## config.mk

```make
export PLATFORM = sky130hd
export DESIGN_NAME = request_pending_encoder
export DESIGN_NICKNAME = d
export VERILOG_FILES = /design/src/rtl/request_pending_encoder.sv
export SDC_FILE = /design/constraint.sdc
export NUM_CORES = 1
export LEC_CHECK = 0
export BUFFER_PORTS_ARGS = -buffer_cell sky130_fd_sc_hd__buf_2
export CAP_MARGIN = 10
export CORE_AREA = 4 4 41 43
export DETAILED_ROUTE_END_ITERATION = 8
export DIE_AREA = 0 0 45 47
export GPL_TIMING_DRIVEN = 0
export REMOVE_ABC_BUFFERS = 1
export SYNTH_ARGS = -nofsm -noshare
export SYNTH_HDL_FRONTEND = slang
export SYNTH_SLANG_ARGS = --single-unit
```

## constraint.sdc

```tcl
create_clock -name i_clock -period 2 [get_ports i_clock]
set_clock_uncertainty 0.2 [all_clocks]
set_input_delay 0.1 -clock i_clock [delete_from_list [all_inputs] [get_ports i_clock]]
set_output_delay 0.1 -clock i_clock [all_outputs]
set_load 0.01 [all_outputs]
```

## src/rtl/request_pending_encoder.sv

```systemverilog
// Sticky request collector feeding a registered lowest-index-first encoder.
// Events accumulate in a pending register and each one is handed out once over valid/ready.
module request_pending_encoder #(
  parameter int DATA_WIDTH  = 4,
  parameter int EDGE_DETECT = 1
) (
  input  logic                          i_clock,
  input  logic                          i_reset,
  input  logic [DATA_WIDTH-1:0]         i_req,
  input  logic [DATA_WIDTH-1:0]         i_mask,
  input  logic                          i_clear,
  input  logic                          i_ready,
  output logic                          o_valid,
  output logic [$clog2(DATA_WIDTH)-1:0] o_index,
  output logic [DATA_WIDTH-1:0]         o_pending
);

  localparam int IW = $clog2(DATA_WIDTH);

  logic [DATA_WIDTH-1:0] req_q;
  logic [DATA_WIDTH-1:0] pend;
  logic [DATA_WIDTH-1:0] evt;
  logic [DATA_WIDTH-1:0] elig;
  logic [DATA_WIDTH-1:0] load_oh;
  logic [IW-1:0]         sel;
  logic                  load_en;
  logic                  load;

  always_comb begin
    if (EDGE_DETECT != 0) evt = i_req & ~req_q;
    else                  evt = i_req;
  end

  // Scan from the top down so the lowest set bit wins.
  always_comb begin
    elig = pend & i_mask;
    sel  = '0;
    for (int i = DATA_WIDTH - 1; i >= 0; i--) begin
      if (elig[i]) sel = IW'(i);
    end
  end

  always_comb begin
    load_en = !o_valid || i_ready;
    load    = load_en && (elig != '0);
    load_oh = load ? (DATA_WIDTH'(1) << sel) : '0;
  end

  always_ff @(posedge i_clock or posedge i_reset) begin
    if (i_reset) begin
      req_q   <= '0;
      pend    <= '0;
      o_valid <= 1'b0;
      o_index <= '0;
    end else begin
      req_q <= i_req;
      // Clear wins over same-cycle events; the output register is left alone.
      if (i_clear) pend <= '0;
      else         pend <= (pend & ~load_oh) | evt;
      if (load_en) begin
        o_valid <= load;
        if (load) o_index <= sel;
      end
    end
  end

  assign o_pending = pend;

endmodule

```

# ---- After elaboration in Yosys (flattened, before gate mapping)
# Index checks and enable logic that the tools add are counted.
# Widths: inputs -> output; s select.
dict set report totals {
  reg_bits 11
  input_bits 12
}
dict set report op_classes {
  bitwise 6
  shift 1
  n_reduce_logical 5
  muxes 6
}
# cell n
set op_table {}
lappend op_table {{$and 4x4->4} 3}
lappend op_table {{$mux 2} 4}
lappend op_table {{$mux 4} 2}
lappend op_table {{$not 4->4} 2}
lappend op_table {{$or 4x4->4} 1}
lappend op_table {{$reduce_bool 4->1} 1}
lappend op_table {{$shl 1x2->4 const A} 1}
lappend op_table {{$reduce_and 2->1} 1}
lappend op_table {{$logic_and 1x1->1} 1}
lappend op_table {{$logic_not 1->1} 1}
lappend op_table {{$logic_or 1x1->1} 1}

# ---- Depth between registers and ports, before layout
# Gate-level depths: netlist of the first run.
dict set report depth {
  word_depth 11
  mapped_depth 4
  mapped_depth_nobuf 4
}

# ---- Worst setup path after synthesis of the first run
# OpenSTA, ideal clock, no wires.
dict set report synth_timing {
  path_kind {reg2reg}
  start {reg pend[2] (netlist: o_pending[2])}
  end {reg pend[2] (netlist: o_pending[2])}
  synth_period_minus_slack_ns 1.330
  path_stages_with_launch 5
  n_path_buf 0
  t_arrival_ns 1.035
  path_slack_ns 0.670
  path_cell_list {dfrtp_1 > a22o_4 > nand2_2 > nor2_2 > a311oi_2}
}
dict set report synth_via {
  elab_chain_cells 10
  word_cells_on_any_way 12
}
# element line_no
set synth_rtl {}
lappend synth_rtl {{from (decl)} 21} ;# logic [DATA_WIDTH-1:0] pend;
lappend synth_rtl {{from (signal assigned)} 59} ;# else pend <= (pend & ~load_oh) | evt;
lappend synth_rtl {{$and 4x4->4} 36} ;# elig = pend & i_mask;
lappend synth_rtl {{$mux 2 (3 in series)} 39} ;# if (elig[i]) sel = IW'(i);
lappend synth_rtl {{$shl 1x2->4} 46} ;# load_oh = load ? (DATA_WIDTH'(1) << sel) : '0;
lappend synth_rtl {{$mux 4} 46}
lappend synth_rtl {{$not 4->4} 59}
lappend synth_rtl {{$and 4x4->4 (*)} 59}
lappend synth_rtl {{$or 4x4->4 (*)} 59}
lappend synth_rtl {{$mux 4 (*)} 58} ;# if (i_clear) pend <= '0;
# Mark *: on every way between the ends. The rest lies on a longest branch, timed or not.
# A chain may end at the register's enable or synchronous reset.

# ---- Final worst setup path of the first run
dict set report layout_timing {
  start {in i_ready}
  end {reg pend[0] (netlist: o_pending[0])}
}
dict set report layout_via {
  elab_chain_cells 7
}
# element line_no
set layout_rtl {}
lappend layout_rtl {{from (decl)} 12} ;# input logic i_ready,
lappend layout_rtl {{$logic_or 1x1->1} 44} ;# load_en = !o_valid || i_ready;
lappend layout_rtl {{$logic_and 1x1->1} 45} ;# load = load_en && (elig != '0);
lappend layout_rtl {{$mux 4} 46}
lappend layout_rtl {{$not 4->4} 59}
lappend layout_rtl {{$and 4x4->4} 59}
lappend layout_rtl {{$or 4x4->4} 59}
lappend layout_rtl {{$mux 4} 58}
# No other way between the ends.

==> results.sh, run 1 <==
export IMPL_io_pins=19
export IMPL_grt_overflow=0
export IMPL_ys_warn_count=0
export IMPL_r2r_setup_slack_ns=0.27
export IMPL_max_slew_margin_rel=0.7205
export IMPL_vias=409
export IMPL_startpoint="i_ready"
export IMPL_via_per_inst=4.446
export IMPL_grt_met2_usage=0.1582
export IMPL_synthFlopType="dfrtp_1"
export IMPL_root_buffer="clkbuf_4"
export IMPL_grt_use_met1=0.1439
export IMPL_synthToLayoutAreaGrowth_pct=50.64
export IMPL_seq_area_sq_um=275.3
export IMPL_n_antenna_cell=0
export IMPL_crit_path_end="o_pending[0]"
export IMPL_cts_setup_buffers=0
export IMPL_fillers=122
export IMPL_layout_nets=90
export IMPL_critPathLaunchType="primary input"
export IMPL_synth_seq_area_share=0.5656
export IMPL_setup_violations=0
export IMPL_finalHoldViolations=0
export IMPL_synth_area_sq_um=486.7
export IMPL_crit_type="in -> reg"
export IMPL_totalWireLength_mm=1.038
export IMPL_rsz0062_at_grt="no"
export IMPL_fp_dieH_microns=47
export IMPL_grt_max_degree=12
export IMPL_coreArea_sq_um=1301
export IMPL_critPathMaxFanout=7
export IMPL_reg2regPathDepth=4
export IMPL_rr_endpoint="o_valid"
export IMPL_fp_dieW_microns=45
export IMPL_cts_resized=0
export IMPL_clkSlewWorstSetupHoldPaths_ns=0.07
export IMPL_cts_buffers=3
export IMPL_multi_input_area_sq_um=203.9
export IMPL_busiest_layer="met2"
export IMPL_dieArea_sq_um=2115
export IMPL_p_leak_uw=0.0003631
export IMPL_worstSkewPairLatency_ns=0.27
export IMPL_synthCells=44
export IMPL_htreeDepth=1
export IMPL_tritoncts="yes"
export IMPL_hpwl_microns=760.8
export IMPL_fmax_ghz=0.5543
export IMPL_maxCapViolCount=0
export IMPL_final_common_cell="buf_2"
export IMPL_finalCriticalPeriod_ns=1.804
export IMPL_status="finished, final reports clean"
export IMPL_r2r_start="o_pending[2]"
export IMPL_drive_above_1_share=0.3766
export IMPL_async_flop_share=1.000
export IMPL_met3_usage=0.03831
export IMPL_cts_buffer_depth=2
export IMPL_synth_seq_cells=11
export IMPL_worst_slew_pin_slew_ns=0.4188
export IMPL_dp_slack_ns=0.6626
export IMPL_tns_ns=0
export IMPL_place_congestion=0.6985
export IMPL_endpoint_kind="flip-flop"
export IMPL_start_util=0.3740
export IMPL_wl_per_cell_microns=11.28
export IMPL_fin_ws_ns=0.1959
export IMPL_synth_edff_count=0
export IMPL_required_ns=2.00
export IMPL_dr_pass1_iters=3
export IMPL_port_buffers=18
export IMPL_ys_types=18
export IMPL_fin_crit_sh=0.9020
export IMPL_vdd_ir_drop_max_v=0.0005133
export IMPL_route_detailed_drc=0
export IMPL_grt_first_pass_wirelength_mm=1.635
export IMPL_hold_path_class="in -> reg"
export IMPL_power_density_nw_per_um2=719.2
export IMPL_grt_usage=0.1136
export IMPL_drt_iter0_markers=2
export IMPL_maxSlewViolCount=0
export IMPL_final_cell_mix="18 x buf_2, 11 x dlygate4sd3_1, 11 x dfrtp_1"
export IMPL_fp_row_count=13
export IMPL_worst_ep_arrival_time_ns=1.81
export IMPL_grt_pass1_vias=366
export IMPL_synth_avg_cell_area_sq_um=11.06
export IMPL_cts_hold_buf=11
export IMPL_ant_nets=0
export IMPL_antenna_found_initial=0
export IMPL_cts_num_sinks=11
-- critical path, cell delays in order --
cell and delay (ns):
dlygate4sd3_1 0.53, buf_2 0.12, nand2b_2 0.23, nand2_1 0.10
a21oi_1 0.06, nor2_1 0.11, dlygate4sd3_1 0.57
-- stage by stage --
stage / power, uW / utilization / area (sq um) / hold slack, ns / cells
detailed placement: 366.9 / 0.4577 / 595.6 / -0.08054 / 77
finish: 527.3 / 0.5635 / 733.2 / 0.005195 / 92
floorplan: 323.8 / - / 486.7 / -0.2476 / 44
global placement: 365.6 / 0.4577 / 595.6 / -0.08529 / 77
global route: 558.6 / 0.5635 / 733.2 / 0.02489 / 92
CTS: 537.9 / 0.5635 / 733.2 / 0.002216 / 92
-- area by class of cell --
class | count | area share
Clock buffer | 3 | 0.03072
Clock inverter | 1 | 0.006826
Inverter | 2 | 0.01024
Multi-Input combinational cell | 31 | 0.2782
Sequential cell | 11 | 0.3754
Tap cell | 15 | 0.02560
Timing Repair Buffer | 29 | 0.2730
-- registers in the layout (all words and copies together) (netlist names) --
signal	flops
req_q	4
o_index	2
o_valid	1
o_pending	4
-- cell usage after synthesis (2+ instances only) --
library cell,count,area share
a21oi_1,5,0.051
a22o_4,2,0.072
dfrtp_1,11,0.57
inv_1,2,0.015
nand2_1,6,0.046
nand2b_1,2,0.026
nand3_1,2,0.021
nor2_1,3,0.023
nor2b_1,2,0.026
-- metal layers --
metal,part of all wire,wire (microns),up-vias
li1,-,-,221
met1,0.49,509,171
met2,0.41,426,13
met3,0.071,74,4
met4,0.026,27,0
met5,0,0,-
-- logic make-up after synthesis --
logic type / count (synthesis) / share of synthesized area
compound gates: 12 / 0.2133
buf+inv: 2 / 0.01543
flops: 11 / 0.5655
simple gates: 19 / 0.2057
-- power by group --
part	switching, uW	internal (uW)	leakage (uW)
logic	56.7	62.9	0.000209
clock network	74.4	74.0	0.0000177
registers	14.3	245	0.000136
total	145	382	0.000363
-- how the worst min path moves through the flow --
| stage | start | endpoint | slack, ns | cells past startpoint |
|---|---|---|---|---|
| final | i_mask[0] | o_index[1] | 0.005 | 3 |
| after global routing | i_mask[0] | o_index[1] | 0.02 | 3 |
| after CTS | i_mask[0] | o_index[1] | 0.002 | 3 |
| after detailed placement | i_reset | req_q[1] | -0.08 | 2 |
| after global placement | i_reset | req_q[1] | -0.09 | 2 |
| after floorplan | i_reset | o_index[0] | -0.25 | 1 |
Note: power is estimated with default switching activity, not from simulation.
==> run 2: changes to the inputs <==
GPL_TIMING_DRIVEN = unset   (was 0)
==> run 2 against run 1 <==
Against the previous run: power increased by 0.22%; worst setup slack better by 0.019 ns; combinational power barely moved; die area stayed put; critical path type unchanged; highest routed layer unchanged.
==> results.sh, run 2 (synthesized netlist as in run 1, its figures left out) <==
export IMPL_final_cell_mix="18 x buf_2, 11 x dlygate4sd3_1, 11 x dfrtp_1"
export IMPL_n_antenna_cell=0
export IMPL_cts_setup_buffers=0
export IMPL_grt_overflow=0
export IMPL_io_pins=19
export IMPL_root_buffer="clkbuf_4"
export IMPL_drive_above_1_share=0.3636
export IMPL_start_util=0.3740
export IMPL_cts_resized=0
export IMPL_final_common_cell="buf_2"
export IMPL_drt_iter0_markers=4
export IMPL_tns_ns=0
export IMPL_grt_pass1_vias=397
export IMPL_cp_common_cell="dlygate4sd3_1"
export IMPL_place_congestion=0.7181
export IMPL_critPathMaxFanout=5
export IMPL_cts_hold_buf=11
export IMPL_dieArea_sq_um=2115
export IMPL_grt_usage=0.1253
export IMPL_antenna_found_initial=0
export IMPL_port_buffers=18
export IMPL_cts_num_sinks=11
export IMPL_vias=421
export IMPL_hold_path_class="in -> reg"
export IMPL_fp_row_count=13
export IMPL_power_density_nw_per_um2=722.0
export IMPL_p_leak_uw=0.0003568
export IMPL_grt_first_pass_wirelength_mm=1.794
export IMPL_worst_path_largest_cell_delay_ns=0.55
export IMPL_max_slew_margin_rel=0.7055
export IMPL_whs_ns=0.09699
export IMPL_wl_per_cell_microns=11.78
export IMPL_hpwl_microns=778.2
export IMPL_maxSlewViolCount=0
export IMPL_crit_chain="dlygate4sd3_1 -> buf_2 -> a22o_4 -> nor2_1 -> nand2_1 -> dlygate4sd3_1"
export IMPL_status="finished, final reports clean"
export IMPL_route_detailed_drc=0
export IMPL_fillers=128
export IMPL_finalHoldViolations=0
export IMPL_crit_type="in -> reg"
export IMPL_critPathLaunchType="primary input"
export IMPL_worst_slew_pin_slew_ns=0.4413
export IMPL_cp_buffers_inverters=3
export IMPL_via_per_inst=4.576
export IMPL_layout_nets=90
export IMPL_fmax_ghz=0.5601
export IMPL_htreeDepth=1
export IMPL_vdd_ir_drop_max_v=0.0003658
export IMPL_fin_crit_sh=0.8927
export IMPL_tritoncts="yes"
export IMPL_fp_dieH_microns=47
export IMPL_worst_ep_arrival_time_ns=1.73
export IMPL_cts_buffer_depth=2
export IMPL_clkSlewWorstSetupHoldPaths_ns=0.06
export IMPL_totalWireLength_mm=1.084
export IMPL_critical_path_top_delay_family="buffers and inverters"
export IMPL_synthToLayoutAreaGrowth_pct=50.39
export IMPL_maxCapViolCount=0
export IMPL_worstSkewPairLatency_ns=0.26
export IMPL_rsz0062_at_grt="no"
export IMPL_grt_max_degree=12
export IMPL_coreArea_sq_um=1301
export IMPL_endpoint_kind="flip-flop"
export IMPL_cts_buffers=3
export IMPL_finalCriticalPeriod_ns=1.785
export IMPL_fp_dieW_microns=45
export IMPL_dr_pass1_iters=4
export IMPL_ant_nets=0
export IMPL_setup_violations=0
export IMPL_required_ns=1.95
export IMPL_cpMaxStageDelayCell="dlygate4sd3_1"
==> run 2: cell count changes in the layout (fill, tap and decap cells not counted), sizes merged <==
cell,delta
clkinv,-1
clkbuf,+1
==> run 2: final timing paths <==
path / start / end / slack [ns] / depth (start not counted)
min in group asynchronous: i_reset / req_q[1] / 0.18 / 3
max: i_mask[0] / o_valid / 0.21 / 6
min reg2reg: o_index[0] / o_index[0] / 0.27 / 2
min: i_mask[2] / o_index[1] / 0.1 / 4
max in group asynchronous: i_reset / o_index[0] / 1.11 / 3
max reg2reg: o_pending[0] / o_valid / 0.28 / 4
==> run 2: cell type report <==
cell class                      instances  area, sq um  area share
Tap cell                               15        18.77     0.02564
Clock buffer                            4        26.28     0.03590
Multi-Input combinational cell         31        203.9      0.2786
Inverter                                2        7.507     0.01026
Timing Repair Buffer                   29        200.2      0.2735
Sequential cell                        11        275.3      0.3761
==> run 2: metrics by stage <==
step	instances	power, uW	util	instance area, sq um	setup WS (ns)
2_1_floorplan	44	323.8	-	486.7	0.6696
3_3_place_gp	77	367.1	0.4577	595.6	0.6403
3_5_place_dp	77	368.4	0.4577	595.6	0.6380
4_1_cts	92	543.1	0.5625	732.0	0.2353
5_1_grt	92	568.9	0.5625	732.0	0.1989
6_report	92	528.5	0.5625	732.0	0.2146
==> run 2: metal layers <==
layer | track usage | vias up | share of wire
met2 | 0.1808 | 15 | 0.46
met1 | 0.1599 | 182 | 0.45
met5 | 0 | - | 0
li1 | - | 222 | -
met3 | 0.02682 | 2 | 0.071
met4 | 0.1053 | 0 | 0.011
==> run 2: where the power goes <==
part	leakage [uW]	internal, uW	switching (uW)
Sequential	0.000136	245	14.6
Clock	0.0000150	77.1	69.3
Combinational	0.000205	64.8	57.4
==> run 2: tightest hold or removal path: cells and delay by family <==
family | cells | cell delay [ns]
compound gates | 3 | 0.32
buf+inv | 1 | 0.09
==> run 3: changes to the inputs <==
clock period = 2.3 ns   (was 2 ns; I/O delays follow)
==> run 3 against run 2 <==
Against the previous run: routed wire length is 0.18% lower; combinational power shrank 15%; non-clock buffer count decreased by 2; critical path type unchanged; highest routed layer unchanged.
==> results.sh, run 3 (synthesized netlist as in run 1, its figures left out) <==
export IMPL_final_cell_mix="18 x buf_2, 11 x dfrtp_1, 9 x dlygate4sd3_1"
export IMPL_p_int_uw=334.5
export IMPL_fp_dieH_microns=47
export IMPL_maxCapViolCount=0
export IMPL_worst_slew_pin_slew_ns=0.4385
export IMPL_cts_buffers=3
export IMPL_pwr_share_seq=0.495
export IMPL_totalWireLength_mm=1.082
export IMPL_endpoint_kind="flip-flop"
export IMPL_via_per_inst=4.711
export IMPL_final_cells=90
export IMPL_ant_nets=0
export IMPL_rsz0062_at_grt="no"
export IMPL_maxSlewViolCount=0
export IMPL_layout_nets=88
export IMPL_finalCriticalPeriod_ns=1.767
export IMPL_fp_dieW_microns=45
export IMPL_grt_first_pass_wirelength_mm=1.876
export IMPL_switching_share=0.2679
export IMPL_required_ns=2.25
export IMPL_clkSlewWorstSetupHoldPaths_ns=0.06
export IMPL_grt_overflow=0
export IMPL_crit_type="in -> reg"
export IMPL_dr_pass1_iters=4
export IMPL_start_util=0.3740
export IMPL_hpwl_microns=778.2
export IMPL_fmax_ghz=0.5659
export IMPL_coreArea_sq_um=1301
export IMPL_vias=424
export IMPL_drt_iter0_markers=1
export IMPL_max_slew_margin_rel=0.7074
export IMPL_worstSkewPairLatency_ns=0.26
export IMPL_tns_ns=0
export IMPL_clkPwrFrac=0.278
export IMPL_cts_num_sinks=11
export IMPL_root_buffer="clkbuf_4"
export IMPL_fp_row_count=13
export IMPL_hold_path_class="in -> reg"
export IMPL_critPathLaunchType="primary input"
export IMPL_status="finished, final reports clean"
export IMPL_p_switching_uw=122.4
export IMPL_grt_max_degree=12
export IMPL_vdd_ir_drop_max_v=0.0003182
export IMPL_cts_buffer_depth=2
export IMPL_p_leak_uw=0.0003484
export IMPL_place_congestion=0.7181
export IMPL_n_antenna_cell=0
export IMPL_antenna_found_initial=0
export IMPL_drive_above_1_share=0.3733
export IMPL_power_share_combinational=0.227
export IMPL_fin_crit_sh=0.7683
export IMPL_finalHoldViolations=0
export IMPL_dp_cells=77
export IMPL_grt_usage=0.1301
export IMPL_cts_resized=0
export IMPL_dieArea_sq_um=2115
export IMPL_grt_pass1_vias=407
export IMPL_power_density_nw_per_um2=641.8
export IMPL_final_common_cell="buf_2"
export IMPL_htreeDepth=1
export IMPL_setup_violations=0
export IMPL_cts_setup_buffers=0
export IMPL_worst_ep_arrival_time_ns=1.71
export IMPL_synthToLayoutAreaGrowth_pct=46.27
export IMPL_critPathMaxFanout=5
export IMPL_io_pins=19
export IMPL_fillers=130
export IMPL_wl_per_cell_microns=12.02
export IMPL_port_buffers=18
export IMPL_route_detailed_drc=0
export IMPL_tritoncts="yes"
==> run 3: changes by cell type in the layout (fill, tap and decap cells not counted) <==
cell           change
dlygate4sd3_1      -2
==> run 3: routing by layer <==
metal | vias up | GRT usage | routed length [microns]
met1 | 191 | 0.1695 | 489
li1 | 218 | - | -
met2 | 13 | 0.1864 | 509
met3 | 2 | 0.02682 | 70
met4 | 0 | 0.1053 | 12
met5 | - | 0 | 0
==> run 3: power by group through the flow <==
| stage | registers (uW) | logic [uW] | clock network (uW) |
|---|---|---|---|
| floorplan | 237 | 44.7 | 0 |
| global placement | 230 | 89.5 | 0 |
| detailed placement | 230 | 90.2 | 0 |
| CTS | 226 | 107 | 139 |
| global route | 229 | 117 | 146 |
| finish | 226 | 104 | 127 |
==> run 3: area by class of cell <==
cell class	instances	area, sq um	area share
Inverter	2	7.507	0.01054
Multi-Input combinational cell	31	203.9	0.2865
Timing Repair Buffer	27	180.2	0.2531
Clock buffer	4	26.28	0.03691
Sequential cell	11	275.3	0.3866
Tap cell	15	18.77	0.02636
==> run 3: worst max-delay path: stages <==
cell and delay, ns:
dlygate4sd3_1 0.53, buf_2 0.14, a22o_4 0.24, nor2_1 0.09
nand2_1 0.06, dlygate4sd3_1 0.54
==> run 3: worst paths after layout <==
path	startpoint	end	slack, ns	depth (start not counted)
min in group asynchronous	i_reset	req_q[1]	0.20	3
max in group asynchronous	i_reset	o_index[0]	1.40	3
max reg2reg	o_pending[2]	o_valid	0.58	4
min	i_mask[0]	o_pending[0]	0.02	4
max	i_mask[1]	o_valid	0.53	6
min reg2reg	o_index[0]	o_index[0]	0.28	2
==> run 3: what timing repair did <==
item | 4_1_cts | 5_1_grt
hold endpoints to repair | 20 | 0
hold buffers | 10 | 0
setup endpoints to repair | 0 | 1
==> run 3: stage by stage <==
step           setup WS, ns  utilization  power, uW  hold WS, ns  area, sq um
6_report             0.5329       0.5471      456.9      0.02437        711.9
5_1_grt              0.4928       0.5471      492.7      0.04437        711.9
4_1_cts             0.01928       0.5548      471.8     0.008819        721.9
3_5_place_dp         0.9380       0.4577      320.3     -0.06803        595.6
3_3_place_gp         0.9403       0.4577      319.2     -0.07359        595.6
2_1_floorplan        0.9696            -      281.6      -0.2326        486.7
